File: src/rtl/dmem_arbiter.sv
// Round-robin arbiter that lets two masters share one single-port data memory.
// Each access spends one ISSUE cycle driving the memory and one RESP cycle returning the result.
module dmem_arbiter #(
   parameter int WORD        = 32,
   parameter int DMEM_OFFSET = 0,
   parameter int DMEM_DEPTH  = 1024,
   parameter int AW          = 10
) (
   input  logic            clk,
   input  logic            rst_n,
   input  logic            m0_req,
   input  logic            m0_we,
   input  logic [WORD-1:0] m0_addr,
   input  logic [WORD-1:0] m0_wdata,
   output logic            m0_gnt,
   output logic            m0_rvalid,
   output logic [WORD-1:0] m0_rdata,
   output logic            m0_err,
   input  logic            m1_req,
   input  logic            m1_we,
   input  logic [WORD-1:0] m1_addr,
   input  logic [WORD-1:0] m1_wdata,
   output logic            m1_gnt,
   output logic            m1_rvalid,
   output logic [WORD-1:0] m1_rdata,
   output logic            m1_err,
   output logic            mem_we,
   output logic [AW-1:0]   mem_addr,
   output logic [WORD-1:0] mem_wdata,
   input  logic [WORD-1:0] mem_rdata
);

   typedef enum logic [1:0] {
      IDLE  = 2'd0,
      ISSUE = 2'd1,
      RESP  = 2'd2
   } state_e;

   localparam logic [WORD-1:0] OffsetW = WORD'(DMEM_OFFSET);
   localparam logic [WORD-1:0] DepthW  = WORD'(DMEM_DEPTH);

   state_e            state_q, state_d;
   logic              owner_q;
   logic              lastGnt_q;
   logic              we_q;
   logic [WORD-1:0]   addr_q;
   logic [WORD-1:0]   wdata_q;
   logic [WORD-1:0]   rdata0_q;
   logic [WORD-1:0]   rdata1_q;

   logic              anyReq;
   logic              winner;
   logic              accept;
   logic [WORD-1:0]   wordAddr;
   logic [WORD-1:0]   relAddr;
   logic              fault;
   logic [WORD-1:0]   respData;

   assign anyReq   = m0_req | m1_req;
   // On a tie the master that did not win last time goes next.
   assign winner   = (m0_req && m1_req) ? ~lastGnt_q : m1_req;
   assign accept   = (state_q != ISSUE) && anyReq;

   assign wordAddr = addr_q >> 2;
   assign relAddr  = wordAddr - OffsetW;
   assign fault    = (addr_q[1:0] != 2'b00) || (wordAddr < OffsetW) || (relAddr >= DepthW);
   assign respData = (we_q || fault) ? '0 : mem_rdata;

   always_ff @(posedge clk or negedge rst_n) begin
      if (!rst_n) begin
         state_q <= IDLE;
      end else begin
         state_q <= state_d;
      end
   end

   always_comb begin
      state_d = IDLE;
      case (state_q)
         IDLE, RESP: state_d = anyReq ? ISSUE : IDLE;
         ISSUE:      state_d = RESP;
         default:    state_d = IDLE;
      endcase
   end

   // Request capture on acceptance, read-data capture at the end of ISSUE.
   always_ff @(posedge clk or negedge rst_n) begin
      if (!rst_n) begin
         owner_q   <= 1'b0;
         lastGnt_q <= 1'b1;
         we_q      <= 1'b0;
         addr_q    <= '0;
         wdata_q   <= '0;
         rdata0_q  <= '0;
         rdata1_q  <= '0;
      end else begin
         if (accept) begin
            owner_q   <= winner;
            lastGnt_q <= winner;
            we_q      <= winner ? m1_we    : m0_we;
            addr_q    <= winner ? m1_addr  : m0_addr;
            wdata_q   <= winner ? m1_wdata : m0_wdata;
         end
         if (state_q == ISSUE) begin
            if (owner_q) begin
               rdata1_q <= respData;
            end else begin
               rdata0_q <= respData;
            end
         end
      end
   end

   assign m0_rdata = rdata0_q;
   assign m1_rdata = rdata1_q;

   always_comb begin
      m0_gnt    = 1'b0;
      m1_gnt    = 1'b0;
      m0_rvalid = 1'b0;
      m1_rvalid = 1'b0;
      m0_err    = 1'b0;
      m1_err    = 1'b0;
      mem_we    = 1'b0;
      mem_addr  = '0;
      mem_wdata = '0;
      case (state_q)
         ISSUE: begin
            m0_gnt    = ~owner_q;
            m1_gnt    = owner_q;
            mem_we    = we_q & ~fault;
            mem_addr  = relAddr[AW-1:0];
            mem_wdata = wdata_q;
         end
         RESP: begin
            m0_rvalid = ~owner_q;
            m1_rvalid = owner_q;
            m0_err    = ~owner_q & fault;
            m1_err    = owner_q & fault;
         end
         default: begin
         end
      endcase
   end

endmodule

File: config.mk
export PLATFORM = sky130hd
export DESIGN_NAME = dmem_arbiter
export DESIGN_NICKNAME = d
export VERILOG_FILES = /design/src/rtl/dmem_arbiter.sv
export SDC_FILE = /design/constraint.sdc
export NUM_CORES = 1
export LEC_CHECK = 0
export BUFFER_PORTS_ARGS = -buffer_cell sky130_fd_sc_hd__buf_2
export CORE_ASPECT_RATIO = 1.5
export CORE_MARGIN = 2
export CORE_UTILIZATION = 30
export CTS_CLUSTER_DIAMETER = 100
export DETAILED_ROUTE_END_ITERATION = 10
export GPL_TIMING_DRIVEN = 0
export HOLD_SLACK_MARGIN = 0.12
export SLEW_MARGIN = 30
export SYNTH_ARGS = -nofsm -noshare
export SYNTH_HDL_FRONTEND = slang
export SYNTH_SLANG_ARGS = --single-unit
File: constraint.sdc
create_clock -name clk -period 3.29 [get_ports clk]
set_input_delay 0.658 -clock clk [delete_from_list [all_inputs] [get_ports clk]]
set_output_delay 0.658 -clock clk [all_outputs]
set_load 0.02 [all_outputs]
==> flow_summary.json <==
{
  "worstSetupEndpointType": "output pin",
  "grt_overflow": 0,
  "cp.depth": 5,
  "netlist_area_um2": 6770,
  "grt_max_degree": 74,
  "cts_hold_buf": 0,
  "final_common_cell": "buf_2",
  "numCtsBuffers": 17,
  "hold_path.class": "in2async",
  "hold_viol_final": 0,
  "final_area_um2": 9100,
  "antenna_found_initial": 0,
  "clk_path_buf_depth": 2,
  "critPathKind": "reg2out",
  "final_cell_mix": "288 x buf_2, 132 x dfrtp_1, 114 x o21ai_0",
  "wl_met1_um": 8520,
  "numClockSinks": 133,
  "critPathSlowestCell": "clkinv_1",
  "startpoint_type": "flop",
  "wl_met2_um": 11300,
  "max_freq_mhz": 324,
  "setup_ws_ns": 0.208,
  "place_area_um2": 8550,
  "core_area_um2": 22300,
  "synth_nets": 788,
  "crit_arrival_ns": 2.42,
  "worstSkewPairLatency_ns": 0.42,
  "top_layer": "met4",
  "rsz0062_at_grt": "false",
  "grt_first_pass_wirelength_um": 33400,
  "leakagePower_nw": 4.59,
  "antenna_cells": 0,
  "num_io_pins": 279,
  "finClkSkew_ns": 0.00808,
  "nNetsFinal": 1085,
  "grt_pass1_vias": 6256,
  "worst_slew_pin_slew_ns": 0.747,
  "syn_inst": 622,
  "cap_viol_max_count": 0,
  "min_period_ns": 3.08,
  "finalSetupViolCount": 0,
  "rows": 67,
  "die-area_um2": 23800,
  "drc_errors": 0,
  "cp_max_fo": 19,
  "drtAntennaViolNets": 0,
  "p_per_area_nw_per_um2": 540,
  "pre_cts_ws_ns": 0.428,
  "worstRegToRegCells": 5,
  "synth_area_per_cell_um2": 10.9,
  "critPathTopFamily": "buffers and inverters",
  "slowest_delay_ns": 0.53,
  "fillers": 2263,
  "final_max_slew_viol_count": 0,
  "dp_hpwl_um": 16100,
  "tritoncts": "yes",
  "status": "finished clean",
  "cts_max_level": 4,
  "fin_crit_sh_pct": 93.7,
  "dr.pass1.iters": 4,
  "synth.yosys.seq_area_share_pct": 49.2,
  "cts-resized-gates": 0,
  "post_drt_wl_per_cell_um": 17.5,
  "route.met3.wl_um": 963,
  "clk_pin_slew_worst_paths_ns": 0.06,
  "viasPerCell": 4.93,
  "grtUsageTotal_pct": 17.9,
  "die_w_um": 127,
  "drive_above_1_share_pct": 41.2,
  "crit_buf_inv": 3,
  "timing.hold.ws_ns": 0.167,
  "critical_path.cell_chain": "nand2b_1 -> clkinv_1 -> clkbuf_1 -> and2_1 -> buf_2",
  "area_delta_synth_final_pct": 34.4,
  "slew-limit-headroom_pct": 50.2,
  "totalWireLength_um": 21200,
  "root_buffer": "clkbuf_16",
  "drt_iter0_drc": 286,
  "gp_congestion": 0.761,
  "port_buffers": 278,
  "yosys_warnings": 0,
  "peakVddDrop_mv": 0.329,
  "ys_seq_elements": 133,
  "vias": 5949,
  "ys_types": 32,
  "cp_data_required_time_ns": 2.63,
  "die_y_um": 188,
  "post_cts_buffers": 0,
  "start_util_pct": 30.4
}
[final timing paths]
check / startpoint / slack (ns) / endpoint
worst max-delay path: state_q[1]$_DFF_PN0_ / 0.21 / mem_wdata[2]
worst min register to register: m0_rdata[15]$_DFFE_PN0P_ / 0.47 / m0_rdata[15]$_DFFE_PN0P_
worst min-delay path: rst_n / 0.17 / m0_rdata[9]$_DFFE_PN0P_
worst max register to register: state_q[1]$_DFF_PN0_ / 1.26 / wdata_q[19]$_DFFE_PN0P_
min in group clk: m0_req / 0.44 / lastGnt_q$_DFFE_PN1P_
max in group asynchronous: rst_n / 2.35 / wdata_q[8]$_DFFE_PN0P_
[state kept, by name, indices dropped and copies added (netlist names)]
| register | count |
|---|---|
| m1_rdata | 32 |
| we_q | 1 |
| lastGnt_q | 1 |
| owner_q | 1 |
| addr_q | 32 |
| wdata_q | 32 |
| state_q | 2 |
| m0_rdata | 32 |
[cell type report]
| type | count | area (um2) | area share (%) |
|---|---|---|---|
| buffer | 62 | 325 | 3.58 |
| multi-input combinational | 423 | 3100 | 34.1 |
| clock buffer | 20 | 447 | 4.91 |
| timing repair buffer | 279 | 1430 | 15.7 |
| tap | 276 | 345 | 3.80 |
| inverter | 3 | 11.3 | 0.124 |
| sequential | 133 | 3330 | 36.6 |
| clock inverter | 11 | 110 | 1.21 |
[power by group]
group | internal [mW] | switching, mW | leakage [nW]
Sequential | 1.84 | 0.101 | 1.73
Combinational | 0.415 | 0.727 | 2.59
Clock | 1.12 | 0.714 | 0.275
[layer usage]
layer | GRT usage [%] | up-vias
met3 | 3.88 | 21
met4 | 6.76 | 0
met2 | 31.7 | 183
met1 | 21.1 | 2892
met5 | 0 | -
li1 | - | 2853
[logic make-up after synthesis]
| group | synth area share [%] |
|---|---|
| DFF | 49.2 |
| and+or+nand+nor | 12.2 |
| AOI/OAI and AO/OA | 24.0 |
| buffers and inverters | 5.03 |
| muxes | 9.61 |
[through the flow]
| stage | total power, mW | TNS, ns | util [%] | instances |
|---|---|---|---|---|
| 6_report | 4.92 | 0 | 40.8 | 1207 |
| 5_1_grt | 5.20 | 0 | 40.8 | 1207 |
| 4_1_cts | 4.99 | 0 | 40.8 | 1207 |
| 3_5_place_dp | 3.13 | 0 | 38.3 | 1177 |
| 3_3_place_gp | 3.11 | -54.77 | 38.2 | 1176 |
| 2_1_floorplan | 2.66 | 0 | - | 622 |
[worst register-to-register path, stage by stage (launching register included)]
cell	delay (ns)
dfrtp_1	0.40
nand2b_1	0.28
clkinv_1	0.53
clkbuf_1	0.38
o21ai_0	0.19
o21ai_0	0.11
[cell usage after synthesis]
cell	count	area [um2]
and3b_1	1	8.76
clkinv_1	1	3.75
a21boi_1	1	7.51
o41ai_2	49	797
nand2_1	66	248
and4_1	1	8.76
o21ai_1	17	85.1
nand2b_1	33	206
buf_1	2	7.51
dfrtp_1	132	3300
dfstp_2	1	26.3
o21ai_0	114	571
and2_1	43	269
a31oi_1	1	6.26
nor4_1	4	25.0
clkbuf_1	36	135
buf_6	7	78.8
buf_2	11	55.1
mux2i_1	65	651
inv_1	2	7.51
a21boi_0	2	15.0
nand4_1	1	6.26
o41ai_1	15	131
a22o_1	1	8.76
nor3b_1	1	7.51
nor4_2	1	12.5
nand3b_1	1	7.51
nor2_1	3	11.3
or3b_1	1	8.76
nor3_1	1	5.00
a21oi_1	1	5.00
buf_4	7	52.6
No activity file was read; power rests on OpenSTA's default activity.
